`src/rtl/prog_seq_pkg.sv`:
```
// Shared types for the program sequencer: next-PC operation codes returned
// by the datapath controller and the sequencer's top-level states.
package prog_seq_pkg;

  // Next-PC operation codes; codes 6 and 7 are reserved and treated as halt.
  typedef enum logic [2:0] {
    PC_NEXT   = 3'd0,
    PC_BRANCH = 3'd1,
    PC_JUMP   = 3'd2,
    PC_CALL   = 3'd3,
    PC_RET    = 3'd4,
    PC_HALT   = 3'd5
  } pc_op_t;

  // Sequencer states.
  typedef enum logic [1:0] {
    IDLE  = 2'd0,
    FETCH = 2'd1,
    EXEC  = 2'd2,
    HALT  = 2'd3
  } seq_state_t;

endpackage

```
`src/rtl/prog_sequencer_ret_stack.sv`:
```
// Hardware return-address stack: a small LIFO of DEPTH entries, W bits each.
// Push is ignored when full and pop is ignored when empty; the caller is
// expected to check o_full/o_empty and raise its own error flags.
module ret_stack #(
  parameter int DEPTH = 4,
  parameter int W     = 16,
  parameter int LVL_W = $clog2(DEPTH + 1)
) (
  input  logic             clk,
  input  logic             rst,
  input  logic             i_push,
  input  logic             i_pop,
  input  logic [W-1:0]     i_wdata,
  output logic [W-1:0]     o_top,
  output logic             o_full,
  output logic             o_empty,
  output logic [LVL_W-1:0] o_level
);

  localparam int IDX_W = (DEPTH > 1) ? $clog2(DEPTH) : 1;

  logic [W-1:0]     r_mem [DEPTH];
  logic [LVL_W-1:0] r_level;
  logic [IDX_W-1:0] w_wrIdx;
  logic [IDX_W-1:0] w_topIdx;
  logic             w_doPush;
  logic             w_doPop;

  assign o_full   = (r_level == LVL_W'(DEPTH));
  assign o_empty  = (r_level == '0);
  assign o_level  = r_level;
  assign w_doPush = i_push && !o_full;
  assign w_doPop  = i_pop && !o_empty;
  assign w_wrIdx  = IDX_W'(r_level);
  assign w_topIdx = IDX_W'(r_level - LVL_W'(1));

  // Entry storage; contents need no reset because the level gates every read.
  always_ff @(posedge clk) begin
    if (w_doPush) begin
      r_mem[w_wrIdx] <= i_wdata;
    end
  end

  // Occupancy counter; push and pop never coincide, push wins if they did.
  always_ff @(posedge clk) begin
    if (!rst) begin
      r_level <= '0;
    end else if (w_doPush) begin
      r_level <= r_level + LVL_W'(1);
    end else if (w_doPop) begin
      r_level <= r_level - LVL_W'(1);
    end
  end

  // Top-of-stack view; reads as zero when nothing has been pushed.
  always_comb begin
    o_top = '0;
    if (!o_empty) begin
      o_top = r_mem[w_topIdx];
    end
  end

endmodule

```
`src/rtl/prog_sequencer.sv`:
```
// Program sequencer: owns PC and IR, fetches over a req/ack handshake, then
// waits for the controller to finish and applies the returned next-PC op
// (sequential, relative branch, jump, call/return through ret_stack, halt).
module prog_sequencer
  import prog_seq_pkg::*;
#(
  parameter int              PC_W        = 16,
  parameter int              INST_W      = 16,
  parameter int              OFF_W       = 8,
  parameter int              STACK_DEPTH = 4,
  parameter logic [PC_W-1:0] RESET_PC    = '0
) (
  input  logic                               clk,
  input  logic                               rst,
  input  logic                               start,
  output logic [PC_W-1:0]                    i_addr,
  output logic                               i_req,
  input  logic                               i_ack,
  input  logic [INST_W-1:0]                  i_data,
  output logic [INST_W-1:0]                  ir,
  output logic                               ir_valid,
  input  logic                               exec_done,
  input  logic [2:0]                         pc_op,
  input  logic                               branch_cond,
  input  logic [PC_W-1:0]                    pc_target,
  input  logic [OFF_W-1:0]                   pc_offset,
  output logic [PC_W-1:0]                    pc,
  output logic                               halted,
  output logic                               stack_ovf,
  output logic                               stack_unf,
  output logic [$clog2(STACK_DEPTH+1)-1:0]   stack_level
);

  localparam int LVL_W = $clog2(STACK_DEPTH + 1);

  seq_state_t        r_state;
  seq_state_t        w_nextState;
  logic [PC_W-1:0]   r_pc;
  logic [PC_W-1:0]   w_nextPc;
  logic [PC_W-1:0]   w_pcInst;
  logic [PC_W-1:0]   w_offExt;
  logic [PC_W-1:0]   w_stackTop;
  logic [INST_W-1:0] r_ir;
  logic              r_ovf;
  logic              r_unf;
  logic              w_setOvf;
  logic              w_setUnf;
  logic              w_push;
  logic              w_pop;
  logic              w_full;
  logic              w_empty;
  logic              w_fetchDone;
  logic [LVL_W-1:0]  w_level;

  // pc already points past the instruction being executed, so branches are
  // taken relative to pc-1; the offset is sign-extended to full PC width.
  assign w_pcInst    = r_pc - PC_W'(1);
  assign w_offExt    = PC_W'($signed(pc_offset));
  assign w_fetchDone = (r_state == FETCH) && i_ack;

  ret_stack #(
    .DEPTH (STACK_DEPTH),
    .W     (PC_W),
    .LVL_W (LVL_W)
  ) u_retStack (
    .clk     (clk),
    .rst     (rst),
    .i_push  (w_push),
    .i_pop   (w_pop),
    .i_wdata (r_pc),
    .o_top   (w_stackTop),
    .o_full  (w_full),
    .o_empty (w_empty),
    .o_level (w_level)
  );

  // Next-state, next-PC and stack control for the fetch/execute cycle.
  always_comb begin
    w_nextState = r_state;
    w_nextPc    = r_pc;
    w_push      = 1'b0;
    w_pop       = 1'b0;
    w_setOvf    = 1'b0;
    w_setUnf    = 1'b0;
    case (r_state)
      IDLE: begin
        if (start) begin
          w_nextState = FETCH;
        end
      end
      FETCH: begin
        if (i_ack) begin
          w_nextState = EXEC;
          w_nextPc    = r_pc + PC_W'(1);
        end
      end
      EXEC: begin
        if (exec_done) begin
          w_nextState = FETCH;
          case (pc_op)
            PC_NEXT: begin
              w_nextPc = r_pc;
            end
            PC_BRANCH: begin
              if (branch_cond) begin
                w_nextPc = w_pcInst + w_offExt;
              end
            end
            PC_JUMP: begin
              w_nextPc = pc_target;
            end
            PC_CALL: begin
              if (w_full) begin
                w_setOvf    = 1'b1;
                w_nextState = HALT;
              end else begin
                w_push   = 1'b1;
                w_nextPc = pc_target;
              end
            end
            PC_RET: begin
              if (w_empty) begin
                w_setUnf    = 1'b1;
                w_nextState = HALT;
              end else begin
                w_pop    = 1'b1;
                w_nextPc = w_stackTop;
              end
            end
            default: begin
              w_nextState = HALT;
            end
          endcase
        end
      end
      HALT: begin
        w_nextState = HALT;
      end
      default: begin
        w_nextState = IDLE;
      end
    endcase
  end

  // State, PC and sticky error flags; reset beats any in-flight handshake.
  always_ff @(posedge clk) begin
    if (!rst) begin
      r_state <= IDLE;
      r_pc    <= RESET_PC;
      r_ovf   <= 1'b0;
      r_unf   <= 1'b0;
    end else begin
      r_state <= w_nextState;
      r_pc    <= w_nextPc;
      if (w_setOvf) begin
        r_ovf <= 1'b1;
      end
      if (w_setUnf) begin
        r_unf <= 1'b1;
      end
    end
  end

  // Instruction register captures read data on the completing fetch cycle.
  always_ff @(posedge clk) begin
    if (!rst) begin
      r_ir <= '0;
    end else if (w_fetchDone) begin
      r_ir <= i_data;
    end
  end

  assign i_req       = (r_state == FETCH);
  assign i_addr      = i_req ? r_pc : '0;
  assign ir          = r_ir;
  assign ir_valid    = (r_state == EXEC);
  assign halted      = (r_state == HALT);
  assign pc          = r_pc;
  assign stack_ovf   = r_ovf;
  assign stack_unf   = r_unf;
  assign stack_level = w_level;

endmodule

```
`config.mk`:
```
export PLATFORM = sky130hd
export DESIGN_NAME = prog_sequencer
export DESIGN_NICKNAME = d
export VERILOG_FILES = /design/src/rtl/prog_seq_pkg.sv /design/src/rtl/prog_sequencer_ret_stack.sv /design/src/rtl/prog_sequencer.sv
export SDC_FILE = /design/constraint.sdc
export NUM_CORES = 1
export LEC_CHECK = 0
export BUFFER_PORTS_ARGS = -buffer_cell sky130_fd_sc_hd__buf_4
export CORE_MARGIN = 8
export CORE_UTILIZATION = 30
export DETAILED_ROUTE_END_ITERATION = 16
export GPL_TIMING_DRIVEN = 0
export SLEW_MARGIN = 20
export SYNTH_ARGS = -nofsm -noshare
export SYNTH_HDL_FRONTEND = slang
export SYNTH_SLANG_ARGS = --single-unit
```
`constraint.sdc`:
```
create_clock -name clk -period 6.5 [get_ports clk]
set_input_delay 1.95 -clock clk [delete_from_list [all_inputs] [get_ports clk]]
set_output_delay 1.95 -clock clk [all_outputs]
set_load 0.02 [all_outputs]
```
# ---- Word level (Yosys, flattened, before mapping)
# Memories as Yosys holds them, arrays and structs flattened.
# Index checks and enable logic that the tools add are counted.
dict set report word_totals {
  ram_bits 64
  out_inout_bits 56
  mem_count 1
  register_bits 39
  elab_cells 75
}
dict set report op_classes {
  reduce_logical 13
  eq_ne 15
  addsub 5
  mux 35
}
# name depth word_bits read_ports rd_ports_with_merged_regs wr line
set mem_list {}
lappend mem_list {u_retStack.r_mem 4 16 1 0 1 prog_sequencer_ret_stack.sv:22} ;# logic [W-1:0] r_mem [DEPTH];
# op count
set ops {}
lappend ops {{$mux 16} 6}
lappend ops {{$pmux 16 s4} 1}
lappend ops {{$pmux 16 s2} 1}
lappend ops {{$mux 1} 18}
lappend ops {{$add 16x1->16 const B} 1}
lappend ops {{$add 16x16->16} 1}
lappend ops {{$sub 16x1->16 const B} 1}
lappend ops {{$mux 2} 5}
lappend ops {{$ne 3x3->1 const B} 3}
lappend ops {{$pmux 2 s4} 1}
lappend ops {{$reduce_and 7->1} 1}
lappend ops {{$eq 3x2->1 const B} 2}
lappend ops {{$eq 3x3->1 const B} 2}
lappend ops {{$logic_not 3->1} 2}
lappend ops {{$mux 3} 2}
lappend ops {{$pmux 2 s3} 1}
lappend ops {{$ne 5x1->1 const B} 1}
lappend ops {{$eq 2x2->1 const B} 2}
lappend ops {{$ne 2x1->1 const B} 2}
lappend ops {{$reduce_bool 2->1} 2}
lappend ops {{$add 3x1->3 const B} 1}
lappend ops {{$eq 3x1->1 const B} 1}
lappend ops {{$logic_and 1x1->1} 3}
lappend ops {{$reduce_and 3->1} 1}
lappend ops {{6 further kinds} 7}

# ---- Logic depth before layout (Yosys ltp)
dict set report logic_depth {
  word_depth 8
  ltp_mapped 13
  mapped_depth_nobuf 13
}

# ---- By module
# Synthesis repeated with hierarchy kept, for this count alone.
dict set report hier_totals {
  cells_unflattened 591
  area_unflattened_um2 5977.0
}
# module instances area_per_inst_um2 seq_area_each_um2 cells_per_inst
set modules_own_cells {}
lappend modules_own_cells {prog_sequencer 1 3276.9 720.7 456}
lappend modules_own_cells {ret_stack 1 2700.1 1981.9 135}

# ---- Worst setup path after synthesis
# OpenSTA, ideal clock, no wires.
dict set report synth_timing {
  path_kind {input to register}
  start {in pc_offset[1]}
  end {reg r_pc[9] (netlist: pc[9])}
  required_ps 6370
  n_path_buf 0
  setup_ps 130
  t_arrival_ps 3962
  path_stages 13
  path_slack_ps 2409
  path_cell_list {inv_1 > ha_1 > inv_1 > ha_1 > inv_1 > fa_1 > nand2b_1 > a21oi_1 > nor3_1 > o21ai_0 > xor2_1 > a221oi_1 > nor3_2}
}
dict set report synth_via {
  elab_chain_cells 5
}
# element line
set synth_lines {}
lappend synth_lines {{start, declared} prog_sequencer.sv:26} ;# input logic [OFF_W-1:0] pc_offset,
lappend synth_lines {{$add 16x16->16} prog_sequencer.sv:106} ;# w_nextPc = w_pcInst + w_offExt;
lappend synth_lines {{$mux 16} prog_sequencer.sv:105} ;# if (branch_cond) begin
lappend synth_lines {{$pmux 16 s4} prog_sequencer.sv:100} ;# case (pc_op)
lappend synth_lines {{$mux 16} prog_sequencer.sv:98} ;# if (exec_done) begin
lappend synth_lines {{$pmux 16 s2} prog_sequencer.sv:85} ;# case (r_state)
lappend synth_lines {{end signal, assigned} prog_sequencer.sv:154} ;# r_pc <= w_nextPc;
lappend synth_lines {{end, declared} prog_sequencer.sv:38} ;# logic [PC_W-1:0] r_pc;
# Every way passes these cells. The select of a mux whose other input is x is not followed.
# A chain may end at the register's enable or synchronous reset.

# ---- Worst setup path after layout
dict set report layout_timing {
  start {in pc_offset[1]}
  end {reg r_pc[15] (netlist: pc[15])}
}
# The elaborated chain is that of the path after synthesis.

==> out/metrics.yaml <==
outcome: "finished clean"
cp.required_ns: 6.77
fp.dieH_um: 154
post_cts.repair.setup_buffers: 0
critPathKind: "in -> reg"
design_area_sq_um: 7090
vias: 4531
synth_ff_type: "edfxtp_1"
slew_headroom: 0.400
top_level_ports: 105
crit_buf_inv: 4
coreArea_sq_um: 18600
leakage_nw: 2.80
syn_area_sq_um: 5690
num_rows: 50
powerDensity_nw_per_um2: 214
rsz0062_at_grt: "no"
cts_buffers: 9
first_pass_iters: 6
timing.rr.start: "u_retStack.o_level[0]"
peakVddDrop_uv: 131
ctsHtreeMaxLevel: 3
syn_avg_cell_area_sq_um: 10.2
postRouteAntennaNets: 0
clock_latency_ns: 0.35
r2r_end: "pc[7]"
drc: 0
hold_start: "ir[13]"
reg2reg_slack_ns: 3.17
cts-root-buf: "clkbuf_16"
hold_depth: 2
post-route-min-period_ns: 4.19
path_clk_slew_ns: 0.07
grt_max_degree: 19
yosys_register_bits: 103
worst_clock_skew_ns: 0.0102
viasPerCell: 4.96
p_total_mw: 1.52
path_cells: "buf_4, inv_1, ha_1, inv_1, ha_1, inv_1, fa_1, nand2b_1, a21oi_1, o31ai_1, a32oi_1, xnor2_1, nand3_1, a31oi_1"
syn_inst: 559
timing.fmax_mhz: 239
finalWorstSetupSlack_ns: 2.31
antenna_cells: 0
finalWirelength_um: 16300
dp_hpwl_um: 12400
synth_nets: 644
ys_types: 57
syn_to_final_growth_pct: 24.8
slew_viol_final: 0
worstPathArrival_ns: 4.47
grt_overflow: 0
place.gp.congestion: 0.857
port_buffers: 104
yosys.area.top_type_share: 0.338
final_nets: 760
min_to: "ir[13]"
critPathSlowestCell: "fa_1"
cp_max_fo: 4
grt_pass1_vias: 4524
async_flop_share: 0
worstSetupEndpointType: "register"
tritoncts: "done"
final_layout_size_suffix_gt1_frac: 0.238
fp.dieW_um: 154
ctsHoldBuffers: 0
synth_edf_count: 64
layout.cells.non_filler: 914
dpl_cell_area_sq_um: 6770
tns_ns: 0
clock-sinks: 103
pre_cts_slack_ns: 1.96
finalCoreUtilization: 0.380
dieArea_sq_um: 23600
synth_area_leaders: "edfxtp_1 34%, dfxtp_1 14%, ha_1 7.7%, mux4_2 6.3%, nand2_1 4.7%"
grt_pass1_wl_um: 25000
initial_core_util: 0.305
post-route-period-util: 0.645
drtIter0Drc: 316
ff2ff_path_depth: 11
wire_per_inst_um: 17.8
dp_cells: 898
worstHoldPathType: "reg -> reg"
finalSetupViolCount: 0
critPathMaxStageDelay_ns: 0.37
holdWs_ns: 0.454
max-cap-violations: 0
synth_top_cell_by_area: "edfxtp_1"
cts_resized: 0
cts_buffer_depth: 2
crit_family: "compound AO/OA/AOI/OAI gates"
finalHoldViolations: 0
yosysWarnings: 0
antenna_found_initial: 0
path_common_cell: "inv_1"
worstMarginPinSlew_ns: 0.900
start_kind: "input port"
synth-seq-area-share: 0.475
grt_use_total: 0.136
-- cells in the final DEF (no fill, tap or decap), types with 3 or more instances in the layout --
cell type	n
buf_2	8
nand3_1	18
ha_1	35
o21ai_1	7
edfxtp_1	64
o211ai_1	3
clkbuf_16	9
xnor2_1	8
a211oi_1	3
nor3_1	8
clkbuf_1	12
o22ai_1	3
xor2_1	5
nor2b_1	3
nand2_1	71
o21a_1	7
a221oi_1	8
o21ai_0	17
nand2b_1	6
nand4_1	4
and2_1	22
a22oi_1	3
dfxtp_1	39
inv_1	60
and3_1	3
buf_4	106
a21oi_1	45
a21o_1	3
o2111ai_1	3
a31oi_1	7
buf_6	4
nor2_1	29
mux4_2	16
-- per-layer routing --
| layer | wire [um] | GRT usage |
|---|---|---|
| met5 | 0 | 0 |
| met4 | 150 | 0.0383 |
| met3 | 1220 | 0.0387 |
| met1 | 7280 | 0.173 |
| met2 | 7620 | 0.222 |
-- report_power, final --
group	switching, mW	leakage (nW)	total [mW]	internal, mW
clock network	0.245	0.157	0.586	0.341
logic	0.132	1.74	0.227	0.0950
registers	0.0113	0.903	0.708	0.697
-- layout make-up --
cell class	instances	area, sq um
fillers	1882	11500
plain buffers	25	134
well taps	234	293
multi-input cells	370	2620
inverters	61	229
repair buffers	105	792
flip-flops and latches	103	2700
clock inverters	6	91.3
clock buffers	10	229
-- cell usage after synthesis (4+ instances only) --
library cell and number:
and2_1 22, ha_1 35, dfxtp_1 39, xor2_1 5, o21ai_0 17, a221oi_1 8, clkbuf_1 11, nor3_1 8
a31oi_1 7, nand4_1 4, mux4_2 16, o21a_1 7, nor2_1 30, nand2_1 71, nand2b_1 6, edfxtp_1 64
nand3_1 18, buf_2 8, xnor2_1 8, o21ai_1 7, inv_1 60, a21oi_1 45
-- registers in the layout, summed over array words and instances (netlist names) --
signal / flops
ir: 16
pc: 16
r_state: 2
stack_ovf: 1
stack_unf: 1
u_retStack.o_level: 3
u_retStack.r_mem: 64
-- worst max-delay path by stage --
stage / start / endpoint / cells past startpoint
floorplan: pc_offset[1] / pc[9] / 13
detailed placement: pc_offset[1] / pc[15] / 14
global route: pc_offset[1] / pc[15] / 14
global placement: pc_offset[1] / pc[15] / 14
finish: pc_offset[1] / pc[15] / 14
CTS: pc_offset[1] / pc[15] / 14
-- kinds of logic (layout without fill, tap and decap cells) --
family	after synthesis	after routing	synth area share
AOI/OAI and AO/OA	128	128	0.146
xor gates and xnor gates	13	13	0.0200
muxes	18	18	0.0673
buffers and inverters	86	207	0.0638
adders and majority gates	36	36	0.0805
and+or+nand+nor	175	175	0.147
DFF	103	103	0.475
-- worst min-delay path: stages (launching register included) --
cell and delay (ns):
dfxtp_1 0.31, nand2_1 0.05, a21oi_1 0.05
No activity file was read; power rests on OpenSTA's default activity.
